### config.mk
export PLATFORM = sky130hd
export DESIGN_NAME = road_phase_ctl_flat
export DESIGN_NICKNAME = d
export VERILOG_FILES = /design/src/rtl/road_phase_if.sv /design/src/rtl/road_phase_ctl.sv /design/src/flat_wrapper.sv
export SDC_FILE = /design/constraint.sdc
export NUM_CORES = 1
export LEC_CHECK = 0
export CORE_AREA = 4 4 41 43
export CTS_BUF_LIST = sky130_fd_sc_hd__clkbuf_8
export DETAILED_ROUTE_END_ITERATION = 12
export DIE_AREA = 0 0 45 47
export GPL_ROUTABILITY_DRIVEN = 0
export PLACE_DENSITY = 0.63
export SETUP_SLACK_MARGIN = 0.15
export SYNTH_ARGS = -nofsm -noshare
export SYNTH_HDL_FRONTEND = slang
export SYNTH_SLANG_ARGS = --single-unit
### constraint.sdc
create_clock -name clk -period 3.1 [get_ports clk]
set_input_delay 0.31 -clock clk [delete_from_list [all_inputs] [get_ports clk]]
set_output_delay 0.31 -clock clk [all_outputs]
set_load 0.01 [all_outputs]
### src/rtl/road_phase_if.sv
// road_phase_if
//   Signal bundle between one road_phase_ctl and its surroundings (cross road,
//   vehicle sensors, lamp driver).
//   slave  : the controller side (sensors/hand-over in, lamp/status out)
//   master : the environment side (drives sensors and hand-over in)
//   Signals:
//     invk_in      hand-over request from the cross road (1-cycle pulse)
//     car_on_own   vehicle present on this road (level)
//     car_on_cross vehicle waiting on the cross road (level)
//     invk_out     hand-over request to the cross road (1-cycle pulse)
//     light        0 = RED, 1 = GREEN, 2 = YELLOW
//     phase_cnt    cycles elapsed in the current state
interface road_phase_if #(
   parameter int CNT_W = 5
);
   logic             invk_in;
   logic             car_on_own;
   logic             car_on_cross;
   logic             invk_out;
   logic [1:0]       light;
   logic [CNT_W-1:0] phase_cnt;

   modport master (
      output invk_in, car_on_own, car_on_cross,
      input  invk_out, light, phase_cnt
   );

   modport slave (
      input  invk_in, car_on_own, car_on_cross,
      output invk_out, light, phase_cnt
   );
endinterface

### src/rtl/road_phase_ctl.sv
// road_phase_ctl
//   Single-road phase controller for a two-road intersection. Cycles
//   RED -> PREP (yellow) -> GREEN -> CLEAR (yellow) -> RED using an internal
//   phase counter. Green lasts at least MIN_GREEN cycles and may be extended
//   while own-road traffic is present, up to MAX_GREEN. Two instances are
//   cross-connected: invk_out of one drives invk_in of the other.
//   Ports:
//     clk  rising-edge clock
//     rst  asynchronous reset, active-high
//     bus  road_phase_if.slave: invk_in, car_on_own, car_on_cross in;
//          invk_out, light, phase_cnt out
module road_phase_ctl #(
   parameter bit START_GREEN = 1'b1,
   parameter int CNT_W       = 5,
   parameter int SHORT_CYC   = 3,
   parameter int MIN_GREEN   = 8,
   parameter int MAX_GREEN   = 20,
   parameter bit EXT_EN      = 1'b1
) (
   input logic         clk,
   input logic         rst,
   road_phase_if.slave bus
);

   if ((SHORT_CYC < 1) || (MIN_GREEN < 1) || (MIN_GREEN > MAX_GREEN) ||
       (MAX_GREEN >= (2 ** CNT_W))) begin : g_param_check
      $error("road_phase_ctl: illegal SHORT_CYC/MIN_GREEN/MAX_GREEN/CNT_W combination");
   end

   typedef enum logic [1:0] {
      RED   = 2'd0,
      PREP  = 2'd1,
      GREEN = 2'd2,
      CLEAR = 2'd3
   } state_t;

   localparam state_t           RESET_STATE = START_GREEN ? GREEN : RED;
   localparam logic [CNT_W-1:0] SHORT_LAST  = CNT_W'(SHORT_CYC - 1);
   localparam logic [CNT_W-1:0] MIN_LAST    = CNT_W'(MIN_GREEN - 1);
   localparam logic [CNT_W-1:0] MAX_LAST    = CNT_W'(MAX_GREEN - 1);
   localparam logic [CNT_W-1:0] CNT_SAT     = '1;

   state_t           state;
   state_t           state_nxt;
   logic [CNT_W-1:0] cnt;
   logic [CNT_W-1:0] cnt_nxt;
   logic             short_done;
   logic             green_exit;

   always_ff @(posedge clk or posedge rst) begin
      if (rst) begin
         state <= RESET_STATE;
         cnt   <= '0;
      end else begin
         state <= state_nxt;
         cnt   <= cnt_nxt;
      end
   end

   always_comb begin
      state_nxt  = state;
      cnt_nxt    = cnt;
      bus.light  = 2'd2;
      short_done = (cnt == SHORT_LAST);
      // Extension only matters while below the cap; once MAX_LAST is reached
      // the counter keeps climbing, so a late car_on_own cannot re-extend.
      green_exit = (cnt >= MIN_LAST) && bus.car_on_cross &&
                   (!EXT_EN || !bus.car_on_own || (cnt >= MAX_LAST));

      case (state)
         RED: begin
            bus.light = 2'd0;
            if (bus.invk_in) state_nxt = PREP;
         end
         PREP: begin
            if (short_done) state_nxt = GREEN;
         end
         GREEN: begin
            bus.light = 2'd1;
            if (green_exit) state_nxt = CLEAR;
         end
         CLEAR: begin
            if (short_done) state_nxt = RED;
         end
         default: begin
            state_nxt = RESET_STATE;
         end
      endcase

      // Counter restarts on every state entry and saturates while held.
      if (state_nxt != state) begin
         cnt_nxt = '0;
      end else if (cnt != CNT_SAT) begin
         cnt_nxt = cnt + 1'b1;
      end
   end

   assign bus.invk_out  = (state == CLEAR) && short_done;
   assign bus.phase_cnt = cnt;

endmodule

### src/flat_wrapper.sv
// flat-port wrapper written by rule: the top's interface ports become plain ports
module road_phase_ctl_flat 
#(
   parameter bit START_GREEN = 1'b1,
   parameter int CNT_W       = 5,
   parameter int SHORT_CYC   = 3,
   parameter int MIN_GREEN   = 8,
   parameter int MAX_GREEN   = 20,
   parameter bit EXT_EN      = 1'b1
)
  (clk, rst, bus_invk_in, bus_car_on_own, bus_car_on_cross, bus_invk_out, bus_light, bus_phase_cnt);
  road_phase_if #(.CNT_W(CNT_W)) bus_i ();
  input logic clk;
  input logic rst;
  input wire logic [$bits(bus_i.invk_in)-1:0] bus_invk_in;
  input wire logic [$bits(bus_i.car_on_own)-1:0] bus_car_on_own;
  input wire logic [$bits(bus_i.car_on_cross)-1:0] bus_car_on_cross;
  output wire logic [$bits(bus_i.invk_out)-1:0] bus_invk_out;
  output wire logic [$bits(bus_i.light)-1:0] bus_light;
  output wire logic [$bits(bus_i.phase_cnt)-1:0] bus_phase_cnt;
  assign bus_i.invk_in = bus_invk_in;
  assign bus_i.car_on_own = bus_car_on_own;
  assign bus_i.car_on_cross = bus_car_on_cross;
  assign bus_invk_out = bus_i.invk_out;
  assign bus_light = bus_i.light;
  assign bus_phase_cnt = bus_i.phase_cnt;
  road_phase_ctl #(.START_GREEN(START_GREEN), .CNT_W(CNT_W), .SHORT_CYC(SHORT_CYC), .MIN_GREEN(MIN_GREEN), .MAX_GREEN(MAX_GREEN), .EXT_EN(EXT_EN)) u_core (.clk(clk), .rst(rst), .bus(bus_i));
endmodule
==> PnR_summary.wiki <==
{| class="wikitable"
! Metric !! Value
|-
| Post-detailed-route wirelength per cell || 11.9 µm
|-
| DIE HEIGHT || 47 µm
|-
| Drt first-iter violations || 4
|-
| Area added between synthesis and finish || 41.9%
|-
| Clk pin slew, worst setup/hold paths || about 0.04 ns
|-
| Cell-by-cell trace of the critical path || inv_1, ha_1, nor4b_2, and3_1, clkdlybuf4s50_1
|-
| Tot Pwr || about 600 µW
|-
| Number of nets in the synthesized netlist || 50
|-
| Antenna fix cells || 0
|-
| Tot GR Track Use || 10.8%
|-
| Setup_tns || 0 ns
|-
| Residual DRC || 0
|-
| TritonCTS clock tree || done
|-
| Required time worst endpoint || ~2.8 ns
|-
| Initial core utilization || 33.1%
|-
| Avg Vias per Cell || 4.83
|-
| Filler cell count in the final layout || 139
|-
| Sequential fraction of the synthesis area || between 40 and 50%
|-
| Startpoint type of the worst setup path || flop
|-
| Max-slew violation count || 0
|-
| Detailed-route wire length || around 860 µm
|-
| R2R Setup Slk || 1.37 ns
|-
| Kind of cell adding the most delay to the critical path || buffers and inverters
|-
| Count of pins on the block boundary || 13
|-
| Clock Path Buffers || 2
|-
| X dimension of the die || 45 µm
|-
| Tightest Hold Check Type || primary input to asynchronous set/reset pin
|-
| Combined flip-flop and latch cell area || between 150 and 200 µm²
|-
| Buffer and inverter count on the worst path || 2
|-
| Overall via count from detail_route || 348
|-
| CP Data Arrival Time || about 1.8 ns
|-
| End of the worst register-to-register path || u_core.bus.phase_cnt[3]
|-
| Largest vdd supply drop || 0.000459 V
|-
| Cell area after technology mapping || 430 µm²
|-
| CP max-delay cell || sky130_fd_sc_hd__clkdlybuf4s50_1
|-
| Final hold viol count || 0
|-
| Post-CTS setup buffer count || 0
|-
| Mean instance size in the synthesized netlist || 10.2 µm²
|-
| Core Util, Final || approximately 47%
|-
| Placed wire-length estimate || 663 µm
|-
| Max Cap Violations || 0
|-
| Number of nets at the end of the flow || 66
|-
| Max transition margin || 80.6%
|-
| Number of global-route vias before repair || 379
|-
| Die outline area || 2120 µm²
|-
| CP endpoint kind || primary output
|-
| Areal power density over the cells || 958 nW/µm²
|-
| Remaining antenna violation count after routing || 0
|-
| Hold buffer count at CTS || 0
|-
| Cells resized by post-CTS repair || 0
|-
| Leakage power || 0.000279 µW
|-
| Core Box Area || 1300 µm²
|-
| Peak clock frequency supported by timing || 468 MHz
|-
| Library cell used as clock root buffer || sky130_fd_sc_hd__clkbuf_8
|-
| Initial antenna violation count || 0
|-
| Warnings, synthesis || 0
|-
| Clock network latency to the later pin of the worst-skew pair || roughly 0.22 ns
|-
| Length of the first detailed-routing pass in iterations || 2
|-
| Result of the run || completed
|-
| Largest incremental delay on the critical path || 0.53 ns
|-
| Clock buffer count from CTS || 3
|-
| Fraction of layout cells with a size suffix above 1 || 14.0%
|-
| Reg2Reg Depth || 6
|-
| Yosys cell types || 24
|-
| Setup repair after global routing missed its margin || no
|-
| Synthesis-stage register bit count || 7
|-
| Cells after synthesis || 42
|-
| Row count || 13
|-
| Area of the multi-input gates || 239 µm²
|-
| Highest net fanout along the worst path || 6
|-
| Final setup viols || 0
|-
| Transition time at the pin with the least slew margin || 0.287 ns
|-
| Final period utilization || 69.0%
|-
| First-pass GRT wire length || around 1600 µm
|-
| Largest net degree at the start of global routing || 8
|-
| Maximum clock skew at final layout || approximately 0.0012 ns
|-
| Congestion Overflow GR || 0
|-
| Period minus WS final || 2.14 ns
|-
| PortBufs || 12
|-
| Count of clock tree sinks || 7
|-
| Critical path class || flop to primary output
|-
| Worst r2r src || u_core.bus.phase_cnt[0]
|-
| H-tree depth || 1
|}
==> worst register-to-register path: stages, from the launching register on <==
cell and delay (ns):
sky130_fd_sc_hd__dfrtp_1 0.43, sky130_fd_sc_hd__ha_1 0.25, sky130_fd_sc_hd__and3_2 0.22, sky130_fd_sc_hd__ha_1 0.25
sky130_fd_sc_hd__nand4b_1 0.22, sky130_fd_sc_hd__xor2_1 0.16, sky130_fd_sc_hd__a21oi_1 0.12
==> registers in the layout (all words and copies together), names as in the netlist <==
signal and count:
u_core.bus.phase_cnt 5, u_core.state 2
==> Yosys cell counts, drive strengths merged <==
library cell	n	area share [%]
nor2	1	0.87
o21a	1	1.7
or2b	1	1.7
nand4b	1	2.0
a211o	1	2.0
dfrtp	6	35
nor2b	2	2.9
mux2i	1	2.3
xor2	2	4.1
nor4b	1	3.5
ha	3	8.7
clkbuf	1	0.87
nand2b	1	1.5
o21ai	1	2.0
and3	3	4.7
dfstp	1	6.1
or3	1	1.5
nand2	1	0.87
a21oi	7	9.0
xnor2	2	4.1
inv	3	2.6
o311ai	1	2.0
==> layout by cell type (no fill, tap or decap) <==
master	instances
sky130_fd_sc_hd__mux2i_1	1
sky130_fd_sc_hd__and3_2	1
sky130_fd_sc_hd__clkdlybuf4s50_1	12
sky130_fd_sc_hd__nand2_1	1
sky130_fd_sc_hd__inv_1	4
sky130_fd_sc_hd__and3_1	2
sky130_fd_sc_hd__dfstp_2	1
sky130_fd_sc_hd__a21oi_2	1
sky130_fd_sc_hd__nor2_1	1
sky130_fd_sc_hd__dfrtp_1	6
sky130_fd_sc_hd__or2b_1	1
sky130_fd_sc_hd__nand2b_1	1
sky130_fd_sc_hd__xor2_1	2
sky130_fd_sc_hd__clkbuf_8	3
sky130_fd_sc_hd__ha_1	3
sky130_fd_sc_hd__a21oi_1	6
sky130_fd_sc_hd__xnor2_1	2
sky130_fd_sc_hd__o311ai_1	1
sky130_fd_sc_hd__o21a_1	1
sky130_fd_sc_hd__o21ai_2	1
sky130_fd_sc_hd__nand4b_1	1
sky130_fd_sc_hd__a211o_1	1
sky130_fd_sc_hd__or3_1	1
sky130_fd_sc_hd__nor4b_2	1
sky130_fd_sc_hd__nor2b_1	2
==> layout make-up <==
class                   instances  area share (%)
clock buffers                   3            6.76
inverters                       3            1.84
repair buffers                 12            19.7
well taps                      15            3.07
multi-input cells              31            39.1
flip-flops and latches          7            28.9
clock inverters                 1           0.615
==> per-layer routing <==
metal / global-route usage (%) / vias to the layer above / share of wire (%)
met5: 0 / - / 0
met4: 11.1 / 0 / 4.0
met2: 16.1 / 8 / 47
met3: 2.30 / 5 / 3.0
met1: 12.6 / 157 / 46
li1: - / 178 / -
==> how the worst max path moves through the flow <==
| stage | start | end | slack, ns | depth (start not counted) |
|---|---|---|---|---|
| finish | u_core.bus.phase_cnt[0] | bus_invk_out | 0.96 | 5 |
| global route | u_core.bus.phase_cnt[0] | bus_invk_out | 0.82 | 5 |
| CTS | u_core.bus.phase_cnt[0] | bus_invk_out | 0.94 | 5 |
| detailed placement | u_core.bus.phase_cnt[0] | bus_invk_out | 1.18 | 5 |
| global placement | u_core.bus.phase_cnt[0] | bus_invk_out | 1.18 | 5 |
| floorplan | u_core.bus.phase_cnt[0] | u_core.bus.phase_cnt[3] | 1.45 | 6 |
==> report_power, final <==
part           internal [µW]  switching [µW]  total (µW)  leakage [µW]
Sequential               135            54.2         190     0.0000863
Combinational            152             120         272      0.000166
Clock                   85.5            38.3         124     0.0000269
Total                    372             213         585      0.000279
==> cells by family after synthesis <==
group	Yosys count	synth area share (%)
fa+ha+maj	3	8.72
simple gates	12	19.5
mux	1	2.33
flops	7	41.0
xor+xnor	4	8.14
buf+inv	4	3.49
compound gates	11	16.9
==> stage by stage <==
stage / std cells / area (µm²) / setup slack, ns / hold slack, ns
floorplan: 42 / 430 / 1.45 / 0.113
global route: 72 / 611 / 0.819 / 0.356
detailed placement: 68 / 566 / 1.18 / 0.495
finish: 72 / 611 / 0.961 / 0.318
global placement: 68 / 566 / 1.18 / 0.500
CTS: 72 / 611 / 0.936 / 0.324
Power figures use the tool's default switching activity.
